<file path="src/rtl/dec_pkg.sv">
// Shared decoder constants, the encoder state type and a one-hot helper.
package dec_pkg;

   localparam int N_REQ  = 8;
   localparam int CODE_W = 3;

   // IDLE means nothing is presented; PRESENT means code holds an unaccepted request
   typedef enum logic {
      ST_IDLE    = 1'b0,
      ST_PRESENT = 1'b1
   } pe_state_t;

   // Binary index to one-hot vector (3-to-8 decode)
   function automatic logic [N_REQ-1:0] dec_onehot(input logic [CODE_W-1:0] c);
      logic [N_REQ-1:0] one;
      one        = {{(N_REQ-1){1'b0}}, 1'b1};
      dec_onehot = one << c;
   endfunction

endpackage

</file>
<file path="src/rtl/prio_pick8.sv">
// Combinational priority pick over an 8-bit vector. With HIGH_FIRST=1 the
// highest set index wins, otherwise the lowest set index wins.
module prio_pick8
   import dec_pkg::*;
#(
   parameter int HIGH_FIRST = 1
) (
   input  logic [N_REQ-1:0]  vec,
   output logic [CODE_W-1:0] idx,
   output logic              hit
);

   logic [CODE_W-1:0] idx_s;

   // Scan toward the winning end so the last set bit seen is the winner
   always_comb begin
      idx_s = {CODE_W{1'b0}};
      for (int i = 0; i < N_REQ; i++) begin
         if (HIGH_FIRST != 0) begin
            if (vec[i]) begin
               idx_s = CODE_W'(i);
            end else begin
               idx_s = idx_s;
            end
         end else begin
            if (vec[N_REQ-1-i]) begin
               idx_s = CODE_W'(N_REQ-1-i);
            end else begin
               idx_s = idx_s;
            end
         end
      end
   end

   assign idx = idx_s;
   assign hit = |vec;

endmodule

</file>
<file path="src/rtl/prio_encoder8_seq.sv">
// Sequential 8-input priority encoder with a valid/ack handshake. Requests
// that are not presented yet are remembered in pending; the winner of
// pending|req is loaded whenever the output slot is free or being accepted.
module prio_encoder8_seq
   import dec_pkg::*;
#(
   parameter int HIGH_FIRST = 1
) (
   input  logic              clk,
   input  logic              rst,
   input  logic [N_REQ-1:0]  req,
   input  logic              ack,
   output logic [CODE_W-1:0] code,
   output logic              valid,
   output logic [N_REQ-1:0]  pending,
   output logic              any
);

   pe_state_t         state_r;
   logic [CODE_W-1:0] code_r;
   logic [N_REQ-1:0]  pending_r;

   logic [N_REQ-1:0]  cand_s;
   logic [CODE_W-1:0] pick_idx_s;
   logic              pick_hit_s;
   logic              valid_s;
   logic              load_s;

   assign valid_s = (state_r == ST_PRESENT);
   assign cand_s  = pending_r | req;

   prio_pick8 #(
      .HIGH_FIRST (HIGH_FIRST)
   ) u_pick (
      .vec (cand_s),
      .idx (pick_idx_s),
      .hit (pick_hit_s)
   );

   // A new code may be loaded when something is waiting and the slot is free or accepted
   always_comb begin
      load_s = 1'b0;
      if (pick_hit_s && (!valid_s || ack)) begin
         load_s = 1'b1;
      end else begin
         load_s = 1'b0;
      end
   end

   // Presentation state, code and pending capture; ack while idle is ignored
   always_ff @(posedge clk or posedge rst) begin
      if (rst) begin
         state_r   <= ST_IDLE;
         code_r    <= {CODE_W{1'b0}};
         pending_r <= {N_REQ{1'b0}};
      end else begin
         case (state_r)
            ST_IDLE: begin
               if (load_s) begin
                  state_r   <= ST_PRESENT;
                  code_r    <= pick_idx_s;
                  pending_r <= cand_s & ~dec_onehot(pick_idx_s);
               end else begin
                  state_r   <= ST_IDLE;
                  code_r    <= {CODE_W{1'b0}};
                  pending_r <= cand_s;
               end
            end
            ST_PRESENT: begin
               if (load_s) begin
                  state_r   <= ST_PRESENT;
                  code_r    <= pick_idx_s;
                  pending_r <= cand_s & ~dec_onehot(pick_idx_s);
               end else if (ack) begin
                  state_r   <= ST_IDLE;
                  code_r    <= {CODE_W{1'b0}};
                  pending_r <= cand_s;
               end else begin
                  state_r   <= ST_PRESENT;
                  code_r    <= code_r;
                  pending_r <= cand_s;
               end
            end
            default: begin
               state_r   <= ST_IDLE;
               code_r    <= {CODE_W{1'b0}};
               pending_r <= {N_REQ{1'b0}};
            end
         endcase
      end
   end

   assign code    = code_r;
   assign valid   = valid_s;
   assign pending = pending_r;
   assign any     = valid_s | (|pending_r);

endmodule

</file>
<file path="config.mk">
export PLATFORM = sky130hd
export DESIGN_NAME = prio_encoder8_seq
export DESIGN_NICKNAME = d
export VERILOG_FILES = /design/src/rtl/dec_pkg.sv /design/src/rtl/prio_pick8.sv /design/src/rtl/prio_encoder8_seq.sv
export SDC_FILE = /design/constraint.sdc
export NUM_CORES = 1
export LEC_CHECK = 0
export ABC_CLOCK_PERIOD_IN_PS = 1650
export CAP_MARGIN = 20
export CELL_PAD_IN_SITES_DETAIL_PLACEMENT = 1
export CELL_PAD_IN_SITES_GLOBAL_PLACEMENT = 1
export CORE_MARGIN = 3
export CORE_UTILIZATION = 28
export CTS_CLUSTER_DIAMETER = 40
export DETAILED_ROUTE_END_ITERATION = 8
export MAX_ROUTING_LAYER = met4
export PLACE_DENSITY_LB_ADDON = 0.1
export SLEW_MARGIN = 20
export SYNTH_ARGS = -nofsm -noshare
export SYNTH_HDL_FRONTEND = slang
export SYNTH_SLANG_ARGS = --single-unit
</file>
<file path="constraint.sdc">
create_clock -name clk -period 1.65 [get_ports clk]
set_input_delay 0.4125 -clock clk [delete_from_list [all_inputs] [get_ports clk]]
set_output_delay 0.4125 -clock clk [all_outputs]
set_load 0.02 [all_outputs]
</file>
# == Word-level counts from Yosys, hierarchy flattened ==
# Cells that the tools add are included.
# word_totals
reg_bits,12
in_bits,11
out_inout_bits,13
wordCells,32
# op_classes
n_eq_ne,1
shifts,1
mux,17
bitwise_logic,5
reduce_logical,5
# op_table
cell,n
$mux W3,7
$reduce_or A8 Y1,2
$and A8 B8 Y8,1
$mux W8,1
$not A8 Y8,1
$or A8 B8 Y8,1
$shl A1 B3 Y8 const A,1
$pmux W3 S2,1
$mux W1,5
$mux W2,2
$ne A3 B2 Y1 const B,1
$pmux W1 S2,1
$logic_and A1 B1 Y1,1
$logic_not A1 Y1,1
$logic_or A1 B1 Y1,1
$not A1 Y1,1
$or A1 B1 Y1,1

# == Depth between registers and ports, before layout ==
# logic_depth
word_depth,12
ltp_mapped,5
ltp_nobuf,4

# == Hierarchy ==
# From an unflattened synthesis, not the netlist that was laid out.
# hier_totals
cells_unflattened,68
area_unflattened_um2,614.3
# by_module_without_submodules
mod,n_inst,cells_each,area_each_um2,seq_area_each_um2
prio_encoder8_seq,1,56,548.0,300.3
prio_pick8,1,12,66.3,0.0

# == Least setup slack after synthesis ==
# No wires, ideal clock.
# synth_path
kind,reg-to-reg
from,"register pending_r[3], in the netlist pending[3]"
to,"register code_r[0], in the netlist code[0]"
setup_ns,0.125
arrival_ns,1.368
required_ns,1.525
setup_slack_ns,0.157
stages_incl_launch_ff,5
n_path_buf,0
period_less_slack_ns,1.493
path_cell_list,dfrtp_1 > nor2_4 > o311ai_1 > a311o_1 > mux2_4
# synth_between
elab_chain_cells,8
word_cells_on_any_way,13
classes_between,eq/ne (1); mux (9); bitwise (1); reduce/logical (2)
# synth_lines
item,line_no,source
from (decl),prio_encoder8_seq.sv:21,logic [N_REQ-1:0] pending_r;
from (signal assigned),prio_encoder8_seq.sv:55,pending_r <= {N_REQ{1'b0}};
from (signal assigned),prio_encoder8_seq.sv:62,pending_r <= cand_s & ~dec_onehot(pick_idx_s);
from (signal assigned),prio_encoder8_seq.sv:66,pending_r <= cand_s;
$or A8 B8 Y8 *,prio_encoder8_seq.sv:30,assign cand_s = pending_r | req;
$mux W2,prio_pick8.sv:20,if (vec[i]) begin
$mux W3 (4 in a row),prio_pick8.sv:20,
"$mux W3, on equally long branches","prio_encoder8_seq.sv:70, prio_encoder8_seq.sv:59",
$pmux W3 S2,prio_encoder8_seq.sv:57,case (state_r)
to (signal assigned),prio_encoder8_seq.sv:61,code_r <= pick_idx_s;
to (signal assigned),prio_encoder8_seq.sv:72,code_r <= pick_idx_s;
to (signal assigned),prio_encoder8_seq.sv:76,code_r <= {CODE_W{1'b0}};
to (decl),prio_encoder8_seq.sv:20,logic [CODE_W-1:0] code_r;
# Every way passes the cells marked *; elsewhere a longest branch is shown, timed or not.
# A chain may end at the register's enable or synchronous reset.

# == Worst setup path in the final report ==
# layout_path
from,"register state_r, in the netlist valid"
to,output port any
# layout_between
elab_chain_cells,1
# layout_lines
item,line_no,source
from (decl),prio_encoder8_seq.sv:19,pe_state_t state_r;
from (signal assigned),prio_encoder8_seq.sv:53,state_r <= ST_IDLE;
from (signal assigned),prio_encoder8_seq.sv:60,state_r <= ST_PRESENT;
from (signal assigned),prio_encoder8_seq.sv:64,state_r <= ST_IDLE;
$or A1 B1 Y1,prio_encoder8_seq.sv:96,assign any = valid_s | (|pending_r);
to (decl),prio_encoder8_seq.sv:16,output logic any
# No other way between the ends.

==> metrics.txt <==
Multi-input gate area=255 um2; TritonCTS Buffers=3; port bufs=23; GP Congestion=approximately 0.93; Post-DP Area=907 um2; GRT Max-Usage Layer=met2; Final Cycle Share=97.6%; R2R Setup Slk=100 ps; clock slew at reported path FFs=80 ps; GR Layer Usage met1=18.9%; Area growth syn-to-layout=80.9%; Synth cell types=21; Ys Warns=0; post-route ant nets=0; Die Area=2480 um2; CTS Sinks=12; DIE WIDTH=49.8 um; fmax=0.621 GHz; Max rail drop VDD=~0.45 mV; drt first pass iters=3; crit path capture=any; unrepaired setup endpoints after global routing=true; initial antenna violation count=0; Die H=49.8 um; crit path time final=1610 ps; GRT overflow=0; design area=approximately 970 um2; FF-to-FF End=pending[3]; post-synth top area share=roughly 56%; FILL cells=217; share of post-route cells with drive strength above 1=30.5%; Crit. End Element=output port; row cnt=15; setup violators final=0; nets=107; core area=about 1800 um2; Initial Util=approximately 30%; total of max-cap violations=0; Worst setup SP type=register; outcome=complete, no violations; Final Hold Violating Endpoints=0; max_slew headroom=69.8%; ys async rst share=100%; Skew-Pair Late Insertion Delay=about 270 ps; Synth Cell Area=approximately 540 um2; largest net degree at the start of global routing=13; max-slew violation count=0; syn_area_per_cell=10.2 um2; Clock Path Buffers=2; crit path kind=register to output port; WP data arrival=1200 ps; Synth area leader=dfrtp_1; worst hold path type=primary input to asynchronous set/reset pin; hold-fix buffers at CTS=0; crit path launch=valid; final WL=1.92 mm; top_reg_cell synth=dfrtp_1; number of synthesized flops with an enable pin=0; count of mapped cells out of synthesis=53; total power=around 0.65 mW; Post-route DRC=0; Area contributors post-synth=dfrtp_1 (56%), nor2_1 (7.0%), a31oi_1 (4.7%); first-pass GRT wire length=between 2 and 3 mm; r2r startpoint=pending[5]; Reg2Reg Depth=6; P_leak=between 0.3 and 0.4 nW; Antenna diodes=0; syn_nets=64; CTS root buf=clkbuf_4; Routed wire per std cell=roughly 16 um; Total GRT Usage=15.7%; I/O pin cnt=24; sequential standard cell area=300 um2; Vias/cell=4.91; post-detail-place hpwl=1.42 mm; flops & latches, synth=12; skew final=around 2.6 ps; Via Count=589; Pwr Density=between 600 and 700 nW/um2; Seq/Total Area, Yosys=55.8%; GR Util met3=approximately 2.7%; largest fanout on the critical path=2; CTS tree=done; vias in the first global route=about 600; CTS H-tree lvls=1; CP required=between 1000 and 1500 ps; Least-Margin Pin Slew=453 ps; drt initial violations=6; met2 Use GR=26.9%
area by class of cell:
| cell class | count | area share (%) |
|---|---|---|
| multi-input combinational | 39 | 26.2 |
| clock buffer | 4 | 3.73 |
| sequential | 12 | 30.8 |
| tap | 25 | 3.21 |
| inverter | 1 | 0.386 |
| timing repair buffer | 39 | 35.6 |
cells in the final DEF (no fill, tap or decap), drive strengths merged, types with 2 or more instances in the layout:
cell type	instances
clkbuf	4
nor2	13
a21oi	4
nand2	3
and3	2
dlygate4sd2	10
nand3	3
nor4	3
clkdlybuf4s50	9
dlymetal6s2s	3
dfrtp	12
a31oi	4
buf	17
worst max-delay path, cell delays in order, from the launching register on:
cell and delay, ps:
dfrtp_1 400, nor4_2 270, nand3_1 110, buf_6 150
through the flow:
| stage | TNS [ps] | utilization, % | setup slack [ps] | hold slack (ps) | instances |
|---|---|---|---|---|---|
| CTS | 0 | 52.8 | 6.71 | 461 | 119 |
| floorplan | 0 | - | 157 | 277 | 53 |
| global route | -28.4 | 55.2 | -28.4 | 485 | 120 |
| finish | 0 | 55.2 | 39.1 | 439 | 120 |
| detailed placement | -2030 | 51.4 | -290 | 493 | 115 |
| global placement | -1930 | 51.4 | -297 | 483 | 115 |
Yosys cell counts, types with 2 or more instances:
master / instances
nor2_1: 10
a21oi_1: 4
dfrtp_1: 12
a31oi_1: 4
nand3_1: 3
nand2_1: 3
nor4_1: 2
nor2_2: 2
routing by layer:
metal	vias up	share of wire, %	wire, um
met1	290	42	809
met4	0	1.1	21
met5	-	0	0
met2	17	53	1020
met3	4	3.4	65
li1	278	-	-
worst min-delay path by stage:
stage                       endpoint  slack [ps]  cells past startpoint
after floorplan              code[0]         280                      1
after global placement       code[2]         480                      2
after detailed placement     code[2]         490                      2
after CTS                    code[2]         460                      2
after global routing      pending[0]         480                      2
final                          valid         440                      2
registers in the layout, summed over array words and instances, names as in the netlist:
signal / flops
code: 3
valid: 1
pending: 8
cell families (layout without fill, tap and decap cells):
| group | after synthesis | in the layout | synth area share [%] |
|---|---|---|---|
| multiplexers | 1 | 1 | 2.79 |
| flip-flops | 12 | 12 | 55.8 |
| AO/OA/AOI/OAI | 12 | 12 | 14.2 |
| buffers and inverters | 2 | 44 | 1.63 |
| AND/OR/NAND/NOR | 26 | 26 | 25.6 |
where the power goes:
group	switching, mW	total [mW]	internal (mW)
clock network	0.107	0.241	0.134
registers	0.00749	0.310	0.303
logic	0.0503	0.103	0.0530
total	0.165	0.654	0.489
timing repair:
item                                    CTS  global route
endpoints found under the setup margin   12             9
setup buffers                             0             1
hold endpoints to repair                  0             0
gates resized for setup                  15             8
pin swaps                                 1             6
Note: power is estimated with default switching activity, not from simulation.
==> RTL edit 1, RTL diff (same flow settings) <==
`HIGH_FIRST` is set to 1 in 2 places; all go to 0. Comments in the files are not updated.
--- a/src/rtl/prio_pick8.sv
+++ b/src/rtl/prio_pick8.sv
@@ -3,7 +3,7 @@
 module prio_pick8
    import dec_pkg::*;
 #(
-   parameter int HIGH_FIRST = 1
+   parameter int HIGH_FIRST = 0
 ) (
    input  logic [N_REQ-1:0]  vec,
    output logic [CODE_W-1:0] idx,
--- a/src/rtl/prio_encoder8_seq.sv
+++ b/src/rtl/prio_encoder8_seq.sv
@@ -4,7 +4,7 @@
 module prio_encoder8_seq
    import dec_pkg::*;
 #(
-   parameter int HIGH_FIRST = 1
+   parameter int HIGH_FIRST = 0
 ) (
    input  logic              clk,
    input  logic              rst,
Behaviour: not the same (Yosys sat finds a counterexample within 4 cycles, from zero or initial values and one cycle with rst high).
==> RTL edit 1 against the unedited design <==
Sequential cell count stayed put; design area is 3.2% higher; area after synthesis is 3.7% higher; worst setup slack got worse by 16 ps; hold slack improved by 1.6 ps; utilization up 0.59 points; wire length down 3.2%; largest power group unchanged; power down 0.87%.
==> RTL edit 1: results (changes against the unedited design) <==
{| class="wikitable"
! Metric !! Value
|-
| Worst clock skew || 0.864 ps (was 2.56 ps)
|-
| Vias in the first global route || 687 (was 611)
|-
| Ranking of synthesized cells by instance count || 12 x sky130_fd_sc_hd__dfrtp_1, 8 x sky130_fd_sc_hd__nor2_1, 4 x sky130_fd_sc_hd__nand2_1 (was 12 x sky130_fd_sc_hd__dfrtp_1, 10 x sky130_fd_sc_hd__nor2_1, 4 x sky130_fd_sc_hd__a21oi_1, 4 x sky130_fd_sc_hd__a31oi_1)
|-
| Routability congestion estimate || 0.838 (was 0.930)
|-
| WL met1 || 795 um (was 809 um)
|-
| Worst hold slack after final layout || 441 ps (was 439 ps)
|-
| Met2 usage in global routing || 0.289 (was 0.269)
|-
| Net count of the finished layout || 112 (was 107)
|-
| R2R setup slack || 120 ps (was 100 ps)
|-
| Syn. warnings || 0 (unchanged)
|-
| Leading post-synthesis cells by cell area || sky130_fd_sc_hd__dfrtp_1 54%, sky130_fd_sc_hd__nor4_2 6.7%, sky130_fd_sc_hd__nor2_1 5.4% (was sky130_fd_sc_hd__dfrtp_1 56%, sky130_fd_sc_hd__nor2_1 7.0%, sky130_fd_sc_hd__a31oi_1 4.7%)
|-
| Number of iterations in the first detailed-routing pass || 5 (was 3)
|-
| Part of the Yosys area used for sequential elements || 0.538 (was 0.558)
|-
| Distinct cell type count of the synthesized netlist || 23 (was 21)
|-
| Endpoint of the worst-slack reg-to-reg timing path || code[0] (was pending[3])
|-
| All-Layer GR Usage || 0.170 (was 0.157)
|-
| GRT met3 Usage || 0.0356 (was 0.0272)
|-
| Worst slack, placed || -264 ps (was -290 ps)
|-
| Vias after detailed routing || 639 (was 589)
|-
| P_sw || 159 uW (was 165 uW)
|-
| Worst slew margin relative to its limit || 0.690 (was 0.698)
|-
| Avg Vias per Cell || 5.11 (was 4.91)
|-
| Detailed-routed wire length on met3 || 120 um (was 65 um)
|-
| Placed Cells incl. Taps || 121 (was 115)
|-
| Nets in the synthesized netlist || 65 (was 64)
|-
| Launch point of the worst reg-to-reg path || pending[7] (was pending[5])
|-
| Leak || 0.385 nW (was 0.370 nW)
|-
| Post-Syn Area per Cell || 10.3 um2 (was 10.2 um2)
|-
| Iter 0 DRT Violations || 4 (was 6)
|-
| Startpoint of the most critical setup path || pending[1] (was valid)
|-
| Detailed-routed wire length on met2 || 922 um (was 1.02 mm)
|-
| Max rail drop VDD || 0.000408 V (was 0.000455 V)
|-
| Number of cells on the worst reg-to-reg path || 5 (was 6)
|-
| Grt met1 use || 0.195 (was 0.189)
|-
| DPL Wire Length || 1.54 mm (was 1.42 mm)
|-
| Delay contributed by the slowest stage of the critical path || 400 ps (about the same)
|-
| Share of final-layout standard cells stronger than drive strength 1 || 0.350 (was 0.305)
|-
| Post-DP Area || 962 um2 (was 907 um2)
|-
| Run status || complete, no violations (unchanged)
|-
| Pwr dens || 645 nW/um2 (was 672 nW/um2)
|-
| Global-route wire length before repair || 3.19 mm (was 2.87 mm)
|-
| Final Routed Wirelength || 1.86 mm (was 1.92 mm)
|-
| Max Clk Rate || 615 MHz (was 621 MHz)
|}
[RTL edit 1: worst min-delay path by stage]
stage / cells past startpoint / end
final: 2 / pending[5]
after global routing: 2 / code[1]
after CTS: 2 / code[1]
after detailed placement: 1 / code[0]
after global placement: 2 / code[2]
after floorplan: 1 / code[0]
[RTL edit 1: cell type report]
type	instances	area, um2
Timing Repair Buffer	42	353
Tap cell	25	31.3
Clock buffer	4	36.3
Inverter	1	3.75
Multi-Input combinational cell	41	280
Sequential cell	12	300
Fill cell	228	797
[RTL edit 1: logic make-up (layout without fill, tap and decap cells)]
logic type             count (synthesis)  after routing  synth area share
AO/OA/AOI/OAI                         13             13             0.161
buffers and inverters                  1             47           0.00672
flip-flops                            12             12             0.538
AND/OR/NAND/NOR                       28             28             0.294
[RTL edit 1: timing repair]
action                                  CTS  global route
endpoints found under the hold margin     0             0
endpoints found under the setup margin   13             3
gates resized for setup                  17             4
pin swaps                                 0             1
==> RTL edit 2, RTL diff (config.mk and constraints unchanged) <==
Without the edit above. Make the reset (`rst`) synchronous in one clocked block.
--- a/src/rtl/prio_encoder8_seq.sv
+++ b/src/rtl/prio_encoder8_seq.sv
@@ -48,7 +48,7 @@
    end
 
    // Presentation state, code and pending capture; ack while idle is ignored
-   always_ff @(posedge clk or posedge rst) begin
+   always_ff @(posedge clk) begin
       if (rst) begin
          state_r   <= ST_IDLE;
          code_r    <= {CODE_W{1'b0}};
Formal check against the unedited RTL: differs if rst is asserted again (counterexample within 4 cycles, from zero or initial values and one cycle with rst high); with rst held inactive, the same outputs for 10 cycles.
==> RTL edit 2 against the unedited design <==
Non-clock buffer count rose by 1; area after synthesis rose by 1.2%; worst setup slack improved by 31 ps; global-route usage rose by 0.21 points; critical endpoint is now code[0]; wire length fell by 9.6%; sequential cell count did not move; largest cell class unchanged; first-iteration DRC count fell by 17%; design area fell by 0.90%; highest routed layer unchanged.
Power is not compared: it rests on default switching activity, and its combinational part moved more than twofold at a synthesized area within 25%.
==> RTL edit 2: results (changes against the unedited design) <==
{| class="wikitable"
! Metric !! Value
|-
| Global-route wire length before repair || 2.88 mm (was 2.87 mm)
|-
| Worst clock skew || 1.26 ps (was 2.56 ps)
|-
| Post-Syn Area per Cell || 9.38 um2 (was 10.2 um2)
|-
| Detailed-routed wire length on met2 || 849 um (was 1.02 mm)
|-
| Met2 usage in global routing || 0.243 (was 0.269)
|-
| Transition time of the tightest slew-check pin || 258 ps (was 453 ps)
|-
| Pin count of the biggest net entering global routing || 8 (was 13)
|-
| Share of final-layout standard cells stronger than drive strength 1 || 0.330 (was 0.305)
|-
| All-Layer GR Usage || 0.159 (was 0.157)
|-
| End point of the critical path || code[0] (was any)
|-
| Routed length per placed instance || 13.9 um (was 16.0 um)
|-
| R2R setup slack || 250 ps (was 100 ps)
|-
| Final Routed Wirelength || 1.74 mm (was 1.92 mm)
|-
| DPL Wire Length || 1.36 mm (was 1.42 mm)
|-
| Launch point of the worst reg-to-reg path || pending[0] (was pending[5])
|-
| Nets in the synthesized netlist || 69 (was 64)
|-
| Worst hold slack after final layout || 500 ps (was 439 ps)
|-
| Post-DP Area || 922 um2 (was 907 um2)
|-
| Min-delay worst type || reg -> reg (was in -> async)
|-
| Post-synthesis async set-or-reset flop share || 0 (was 1.00)
|-
| Number of buffers inserted by post-CTS setup repair || 0 (unchanged)
|-
| Ranking of synthesized cells by instance count || 12 x sky130_fd_sc_hd__dfxtp_1, 7 x sky130_fd_sc_hd__nor2_1, 4 x sky130_fd_sc_hd__a211oi_1, 4 x sky130_fd_sc_hd__nand2_1, 4 x sky130_fd_sc_hd__nor2_2 (was 12 x sky130_fd_sc_hd__dfrtp_1, 10 x sky130_fd_sc_hd__nor2_1, 4 x sky130_fd_sc_hd__a21oi_1, 4 x sky130_fd_sc_hd__a31oi_1)
|-
| Placed Cells incl. Taps || 122 (was 115)
|-
| Worst slack, placed || -382 ps (was -290 ps)
|-
| Post-Syn Area || 544 um2 (was 538 um2)
|-
| Vias in the first global route || 596 (was 611)
|-
| Routability congestion estimate || 0.756 (was 0.930)
|-
| Distinct cell type count of the synthesized netlist || 24 (was 21)
|-
| Part of the Yosys area used for sequential elements || 0.441 (was 0.558)
|-
| Run status || complete, no violations (unchanged)
|-
| Number of iterations in the first detailed-routing pass || 4 (was 3)
|-
| Iter 0 DRT Violations || 5 (was 6)
|-
| Worst-path cell with the longest stage delay || sky130_fd_sc_hd__clkdlybuf4s50_1 (was sky130_fd_sc_hd__dfrtp_1)
|-
| Net count of the finished layout || 113 (was 107)
|-
| WL met1 || 781 um (was 809 um)
|-
| Delay contributed by the slowest stage of the critical path || 460 ps (was 400 ps)
|-
| Commonest register cell after synthesis || sky130_fd_sc_hd__dfxtp_1 (was sky130_fd_sc_hd__dfrtp_1)
|-
| Vias after detailed routing || 608 (was 589)
|-
| GRT met3 Usage || 0.0423 (was 0.0272)
|-
| Delay-heaviest family, CP || simple AND/OR/NAND/NOR gates (was flip-flops)
|-
| Grt met1 use || 0.196 (was 0.189)
|}
## RTL edit 2: changes by cell type in the layout (fill, tap and decap cells not counted), moves of 2 or more
cell / delta
sky130_fd_sc_hd__a211oi_1: +4
sky130_fd_sc_hd__a21oi_1: -3
sky130_fd_sc_hd__a31oi_1: -2
sky130_fd_sc_hd__dfrtp_1: -12
sky130_fd_sc_hd__dfxtp_1: +12
sky130_fd_sc_hd__nor2_1: -3
sky130_fd_sc_hd__nor2_2: +3
sky130_fd_sc_hd__nor3_1: +2
sky130_fd_sc_hd__o21ai_0: +2
## RTL edit 2: cell families after synthesis
| group | after synthesis | synth area share |
|---|---|---|
| AOI/OAI and AO/OA | 16 | 0.234 |
| buffers and inverters | 2 | 0.0276 |
| DFF | 12 | 0.441 |
| and+or+nand+nor | 28 | 0.297 |
## RTL edit 2: area by class of cell
cell class / count / area (um2)
clock buffer: 3 / 22.5
fill: 219 / 818
inverter: 1 / 3.75
multi-input combinational: 44 / 318
sequential: 12 / 240
tap: 25 / 31.3
timing repair buffer: 40 / 349
